## config.mk

```make
export PLATFORM = sky130hd
export DESIGN_NAME = skewed_mnk_index_gen_flat
export DESIGN_NICKNAME = d
export VERILOG_FILES = /design/src/rtl/skewed_mnk_index_gen_if.sv /design/src/rtl/skewed_mnk_index_gen.sv /design/src/flat_wrapper.sv
export SDC_FILE = /design/constraint.sdc
export NUM_CORES = 1
export LEC_CHECK = 0
export CELL_PAD_IN_SITES_DETAIL_PLACEMENT = 0
export CELL_PAD_IN_SITES_GLOBAL_PLACEMENT = 1
export CORE_ASPECT_RATIO = 0.5
export CORE_MARGIN = 4
export CORE_UTILIZATION = 41
export DETAILED_ROUTE_END_ITERATION = 6
export MAX_ROUTING_LAYER = met4
export PLACE_DENSITY_LB_ADDON = 0.2
export SLEW_MARGIN = 10
export SYNTH_ARGS = -nofsm -noshare
export SYNTH_HDL_FRONTEND = slang
export SYNTH_SLANG_ARGS = --single-unit
export TNS_END_PERCENT = 100
```

## constraint.sdc

```tcl
create_clock -name clk_i -period 3.6 [get_ports clk_i]
set_clock_uncertainty 0.1 [all_clocks]
set_input_delay 0.72 -clock clk_i [delete_from_list [all_inputs] [get_ports clk_i]]
set_output_delay 0.72 -clock clk_i [all_outputs]
set_load 0.1 [all_outputs]
```

## src/rtl/skewed_mnk_index_gen_if.sv

```systemverilog
// Bundle of traversal control and per-stage index signals for skewed_mnk_index_gen.
// slave is the generator side, master is the side that drives start/sizes and consumes indices.
interface skewed_mnk_index_gen_if #(
    parameter int unsigned Width        = 8,
    parameter int unsigned Chain_Length = 4
);
    logic             start_i;
    logic             en_i;
    logic [Width-1:0] M_size_i;
    logic [Width-1:0] N_size_i;
    logic [Width-1:0] K_size_i;

    logic             busy_o;
    logic [Width-1:0] M_idx_o [Chain_Length];
    logic [Width-1:0] N_idx_o [Chain_Length];
    logic [Width-1:0] K_idx_o [Chain_Length];
    logic             valid_o [Chain_Length];
    logic             last_o  [Chain_Length];
    logic             done_o;

    modport slave (
        input  start_i, en_i, M_size_i, N_size_i, K_size_i,
        output busy_o, M_idx_o, N_idx_o, K_idx_o, valid_o, last_o, done_o
    );

    modport master (
        output start_i, en_i, M_size_i, N_size_i, K_size_i,
        input  busy_o, M_idx_o, N_idx_o, K_idx_o, valid_o, last_o, done_o
    );
endinterface

```

## src/rtl/skewed_mnk_index_gen.sv

```systemverilog
// Walks an M x N x K index space (K innermost) and delivers each triple down a chain of
// Chain_Length register stages, one cycle of skew per stage.
module skewed_mnk_index_gen #(
    parameter int unsigned Width        = 8,
    parameter int unsigned Chain_Length = 4
) (
    input logic                   clk_i,
    input logic                   rst_ni,
    skewed_mnk_index_gen_if.slave bus
);
    typedef enum logic [1:0] {StIdle, StRun, StDrain} state_e;

    localparam logic [Width-1:0] One = Width'(1);

    state_e           state_q, state_d;
    logic [Width-1:0] m_sz_q, m_sz_d, n_sz_q, n_sz_d, k_sz_q, k_sz_d;
    logic [Width-1:0] m_idx_q [Chain_Length];
    logic [Width-1:0] m_idx_d [Chain_Length];
    logic [Width-1:0] n_idx_q [Chain_Length];
    logic [Width-1:0] n_idx_d [Chain_Length];
    logic [Width-1:0] k_idx_q [Chain_Length];
    logic [Width-1:0] k_idx_d [Chain_Length];
    logic             valid_q [Chain_Length];
    logic             valid_d [Chain_Length];
    logic             last_q  [Chain_Length];
    logic             last_d  [Chain_Length];
    logic             zero_done_q, zero_done_d;

    logic             done;
    logic             any_zero;
    logic [Width-1:0] m_max, n_max, k_max;
    logic [Width-1:0] m_nxt, n_nxt, k_nxt;

    assign done     = (valid_q[Chain_Length-1] & last_q[Chain_Length-1]) | zero_done_q;
    assign any_zero = (bus.M_size_i == '0) || (bus.N_size_i == '0) || (bus.K_size_i == '0);

    // Stage-0 successor triple; compare-to-max keeps sizes up to 2^Width-1 overflow free.
    always_comb begin
        m_max = m_sz_q - One;
        n_max = n_sz_q - One;
        k_max = k_sz_q - One;
        m_nxt = m_idx_q[0];
        n_nxt = n_idx_q[0];
        k_nxt = k_idx_q[0] + One;
        if (k_idx_q[0] == k_max) begin
            k_nxt = '0;
            n_nxt = n_idx_q[0] + One;
            if (n_idx_q[0] == n_max) begin
                n_nxt = '0;
                m_nxt = m_idx_q[0] + One;
            end
        end
    end

    always_comb begin
        state_d     = state_q;
        m_sz_d      = m_sz_q;
        n_sz_d      = n_sz_q;
        k_sz_d      = k_sz_q;
        zero_done_d = zero_done_q;
        m_idx_d     = m_idx_q;
        n_idx_d     = n_idx_q;
        k_idx_d     = k_idx_q;
        valid_d     = valid_q;
        last_d      = last_q;

        if (bus.en_i) begin
            zero_done_d = 1'b0;
            for (int i = 1; i < Chain_Length; i++) begin
                m_idx_d[i] = m_idx_q[i-1];
                n_idx_d[i] = n_idx_q[i-1];
                k_idx_d[i] = k_idx_q[i-1];
                valid_d[i] = valid_q[i-1];
                last_d[i]  = last_q[i-1];
            end

            unique case (state_q)
                StIdle: begin
                    if (bus.start_i) begin
                        m_sz_d = bus.M_size_i;
                        n_sz_d = bus.N_size_i;
                        k_sz_d = bus.K_size_i;
                        if (any_zero) begin
                            zero_done_d = 1'b1;
                        end else begin
                            state_d    = StRun;
                            m_idx_d[0] = '0;
                            n_idx_d[0] = '0;
                            k_idx_d[0] = '0;
                            valid_d[0] = 1'b1;
                            last_d[0]  = (bus.M_size_i == One) && (bus.N_size_i == One) &&
                                         (bus.K_size_i == One);
                        end
                    end
                end
                StRun: begin
                    if (last_q[0]) begin
                        valid_d[0] = 1'b0;
                        last_d[0]  = 1'b0;
                        // A single-stage chain completes on this very edge.
                        state_d    = done ? StIdle : StDrain;
                    end else begin
                        m_idx_d[0] = m_nxt;
                        n_idx_d[0] = n_nxt;
                        k_idx_d[0] = k_nxt;
                        valid_d[0] = 1'b1;
                        last_d[0]  = (m_nxt == m_max) && (n_nxt == n_max) && (k_nxt == k_max);
                    end
                end
                StDrain: begin
                    if (done) state_d = StIdle;
                end
                default: state_d = StIdle;
            endcase
        end
    end

    always_ff @(posedge clk_i or negedge rst_ni) begin
        if (!rst_ni) begin
            state_q     <= StIdle;
            m_sz_q      <= '0;
            n_sz_q      <= '0;
            k_sz_q      <= '0;
            zero_done_q <= 1'b0;
            for (int i = 0; i < Chain_Length; i++) begin
                m_idx_q[i] <= '0;
                n_idx_q[i] <= '0;
                k_idx_q[i] <= '0;
                valid_q[i] <= 1'b0;
                last_q[i]  <= 1'b0;
            end
        end else begin
            state_q     <= state_d;
            m_sz_q      <= m_sz_d;
            n_sz_q      <= n_sz_d;
            k_sz_q      <= k_sz_d;
            zero_done_q <= zero_done_d;
            m_idx_q     <= m_idx_d;
            n_idx_q     <= n_idx_d;
            k_idx_q     <= k_idx_d;
            valid_q     <= valid_d;
            last_q      <= last_d;
        end
    end

    assign bus.busy_o  = (state_q != StIdle);
    assign bus.done_o  = done;
    assign bus.M_idx_o = m_idx_q;
    assign bus.N_idx_o = n_idx_q;
    assign bus.K_idx_o = k_idx_q;
    assign bus.valid_o = valid_q;
    assign bus.last_o  = last_q;
endmodule

```

## src/flat_wrapper.sv

```systemverilog
// flat-port wrapper written by rule: the top's interface ports become plain ports
module skewed_mnk_index_gen_flat 
#(
    parameter int unsigned Width        = 8,
    parameter int unsigned Chain_Length = 4
)
  (clk_i, rst_ni, bus_start_i, bus_en_i, bus_M_size_i, bus_N_size_i, bus_K_size_i, bus_busy_o, bus_M_idx_o, bus_N_idx_o, bus_K_idx_o, bus_valid_o, bus_last_o, bus_done_o);
  skewed_mnk_index_gen_if #(.Width(Width), .Chain_Length(Chain_Length)) bus_i ();
  input logic clk_i;
  input logic rst_ni;
  input wire logic [$bits(bus_i.start_i)-1:0] bus_start_i;
  input wire logic [$bits(bus_i.en_i)-1:0] bus_en_i;
  input wire logic [$bits(bus_i.M_size_i)-1:0] bus_M_size_i;
  input wire logic [$bits(bus_i.N_size_i)-1:0] bus_N_size_i;
  input wire logic [$bits(bus_i.K_size_i)-1:0] bus_K_size_i;
  output wire logic [$bits(bus_i.busy_o)-1:0] bus_busy_o;
  output wire logic [$bits(bus_i.M_idx_o)-1:0] bus_M_idx_o;
  output wire logic [$bits(bus_i.N_idx_o)-1:0] bus_N_idx_o;
  output wire logic [$bits(bus_i.K_idx_o)-1:0] bus_K_idx_o;
  output wire logic [$bits(bus_i.valid_o)-1:0] bus_valid_o;
  output wire logic [$bits(bus_i.last_o)-1:0] bus_last_o;
  output wire logic [$bits(bus_i.done_o)-1:0] bus_done_o;
  assign bus_i.start_i = bus_start_i;
  assign bus_i.en_i = bus_en_i;
  assign bus_i.M_size_i = bus_M_size_i;
  assign bus_i.N_size_i = bus_N_size_i;
  assign bus_i.K_size_i = bus_K_size_i;
  assign bus_busy_o = bus_i.busy_o;
  assign bus_M_idx_o = {>>{bus_i.M_idx_o}};
  assign bus_N_idx_o = {>>{bus_i.N_idx_o}};
  assign bus_K_idx_o = {>>{bus_i.K_idx_o}};
  assign bus_valid_o = {>>{bus_i.valid_o}};
  assign bus_last_o = {>>{bus_i.last_o}};
  assign bus_done_o = bus_i.done_o;
  skewed_mnk_index_gen #(.Width(Width), .Chain_Length(Chain_Length)) u_core (.clk_i(clk_i), .rst_ni(rst_ni), .bus(bus_i));
endmodule
```

==> results of run 1 <==
## layer usage
metal  global-route usage [%]  wire (um)  vias to the layer above
li1                         -          -                     2627
met1                     31.4       9730                     2789
met2                     31.4       8700                      145
met3                     4.59       1050                       11
met4                     4.63        144                        0
met5                        -          0                        -
## registers in the layout, summed over array words and instances, names as in the netlist
| signal | cells |
|---|---|
| u_core.state_q | 2 |
| u_core.bus.K_idx_o | 32 |
| u_core.bus.M_idx_o | 32 |
| u_core.m_sz_q | 8 |
| u_core.bus.last_o | 4 |
| u_core.k_sz_q | 8 |
| u_core.bus.N_idx_o | 32 |
| u_core.n_sz_q | 8 |
| u_core.zero_done_q | 1 |
| u_core.bus.valid_o | 4 |
## what timing repair did
item,4_1_cts,5_1_grt
gates resized for setup,0,15
setup buffers,0,1
endpoints found under the setup margin,0,1
## logic make-up after synthesis
| group | after synthesis | share of synthesized area [%] |
|---|---|---|
| xor gates and xnor gates | 48 | 6.46 |
| and+or+nand+nor | 167 | 13.3 |
| muxes | 105 | 17.0 |
| buffers and inverters | 52 | 3.00 |
| DFF | 131 | 47.3 |
| adders and majority gates | 6 | 1.08 |
| AOI/OAI and AO/OA | 121 | 11.8 |
## cells in the final DEF, fill, tap and decap left out, drive strengths merged, types with 8 or more instances in the layout
cell	synthesis	routed
and3	12	12
nor2	28	28
dfrtp	131	131
clkbuf	25	19
xor2	20	20
a22o	8	8
a21oi	12	12
clkdlybuf4s50	0	99
mux2	100	100
nand4	8	8
nor3	10	10
o31ai	12	12
o21ai	45	45
nand3	15	15
nand2	48	48
nor4	8	8
buf	11	80
xnor2	26	26
inv	16	18
## stage by stage
stage	area, um2	utilization [%]	power [mW]	setup WS (ns)	instances
after floorplan	6930	-	3.64	0.0227	630
after global placement	8680	52.7	4.48	0.155	999
after detailed placement	8680	52.7	4.47	0.0262	999
after CTS	9330	56.7	6.42	0.00588	1030
after global routing	9410	57.1	6.74	0.00421	1031
final	9410	57.1	6.44	0.172	1031
## cell type report
type | count | area, um2 | share of cell area [%]
Clock buffer | 19 | 453 | 4.81
Clock inverter | 12 | 203 | 2.15
Inverter | 16 | 60.1 | 0.638
Multi-Input combinational cell | 447 | 3510 | 37.3
Sequential cell | 131 | 3280 | 34.9
Tap cell | 227 | 284 | 3.02
Timing Repair Buffer | 179 | 1620 | 17.2
## where the power goes
part | internal [mW] | switching [mW]
Sequential | 1.65 | 0.200
Clock | 1.27 | 0.649
Combinational | 0.926 | 1.75
Total | 3.84 | 2.60
## worst max path at each step
stage | slack (ns) | from | end | depth (start not counted)
final | 0.17 | u_core.k_sz_q[0] | u_core.bus.last_o[3] | 12
after global routing | 0.004 | u_core.k_sz_q[0] | u_core.bus.last_o[3] | 14
after CTS | 0.006 | u_core.n_sz_q[0] | u_core.bus.last_o[3] | 12
after detailed placement | 0.03 | u_core.n_sz_q[0] | u_core.bus.last_o[3] | 12
after global placement | 0.15 | u_core.k_sz_q[0] | u_core.bus.last_o[3] | 11
after floorplan | 0.02 | u_core.bus.N_idx_o[24] | u_core.bus.last_o[3] | 11
==> reports/metrics.csv, run 1 <==
metric;value;unit
status;finished, final reports clean;
CP max-delay cell;or4_1;
most frequent cell after synthesis;dfrtp_1;
vias;5572;
Antenna Violating Nets Remaining;0;
CP cell instances;inv_1, ha_1, xnor3_1, a22o_1, and4b_1, and4b_2, nand4_4, mux2i_1, xnor2_1, nand4_1, or4_1, o21ai_1;
WP buf/inv;1;
overall die height;99.9;um
Port Buf Inserts;133;
Peak Freq;292;MHz
Async S/R FF share, synth;100;%
Initial Utilization;42.1;%
wire per inst;19.0;um
Most used DFF post-synth;dfrtp_1;
drt drc;0;
Overflow after GRT;0;
power density cells;684;mW/mm2
largest cells by area after synthesis;dfrtp_1, mux2_2, xnor2_1;
flop-to-flop setup slack;0.17;ns
worst hold slack;0.0870;ns
period utilisation layout;95.2;%
slew margin rel.;32.4;%
row cnt;33;
Final HPWL DP;14700;um
RSZ-0062 raised after global routing;false;
crit path max fanout;6;
Hold Buf Count CTS;0;
antenna violations before repair;0;
first drt pass iteration count;5;
vias in the first global route;5532;
Pleak;4.27;nW
clock-pin slew on the worst setup and hold paths;0.06;ns
CTS Sinks;131;
# fillers;1438;
Mapped Cells;630;
CP Data Arrival Time;3.66;ns
diode count;0;
Slew @ Worst Pin;1.01;ns
Area growth syn-to-layout;35.8;%
CP endpoint kind;flip-flop;
clock latency on the worst-skew pair;0.41;ns
Placer Congestion;0.908;
Via density;5.40;
die footprint;0.0192;mm2
H-tree depth;4;
Die W;192;um
Syn Std Cell Area;0.00693;mm2
Netlist cell types;73;
Root Driver;clkbuf_16;
max_cap viols;0;
Crit path largest cell delay;0.52;ns
Synth top area share;47.3;%
Reg2Reg Capture Point;u_core.bus.last_o[3];
worst vdd ir;736;uV
r2r worst-path depth;12;
setup TNS;0;ns
WP data required;3.83;ns
Hold Path Class;input port to asynchronous set/reset pin;
yosys warns;0;
Final Hold Viols;0;
Synth Register Bits;131;
Longest Clk Path Bufs;2;
fin. max-slew vios;0;
kind of critical path;flip-flop to flip-flop;
register area share after synthesis;47.3;%
post-synth top area cell;dfrtp_1;
first-pass GRT wire length;31400;um
final wirelength;19600;um
RR Startpoint;u_core.k_sz_q[0];
pin count of the biggest net entering global routing;99;
CTS tree;built;
Core Area;0.0165;mm2
Worst setup SP type;flip-flop;
Detailed Route Iter0 Violations;389;
Mean Syn Cell Area;11.0;um2
syn nets;664;
NumNets Final;826;
delay-heaviest family, CP;simple AND/OR/NAND/NOR gates;
share of cells above drive strength 1;30.5;%
Period minus WS final;3.43;ns
IO Pins;134;
gr usage total;21.7;%
Setup Viol. Count Final;0;
Post-synth EDFFs;0;
clock buffer count from CTS;17;
most frequent cells after synthesis;dfrtp_1, mux2_2, nand2_1;
No activity file was read; power rests on OpenSTA's default activity.
==> inputs of run 2 (changes only) <==
Settings changed: CTS_CLUSTER_DIAMETER from default to 40.
==> results of run 2 <==
Final layout, timing and power as in run 1 (identical DEF).
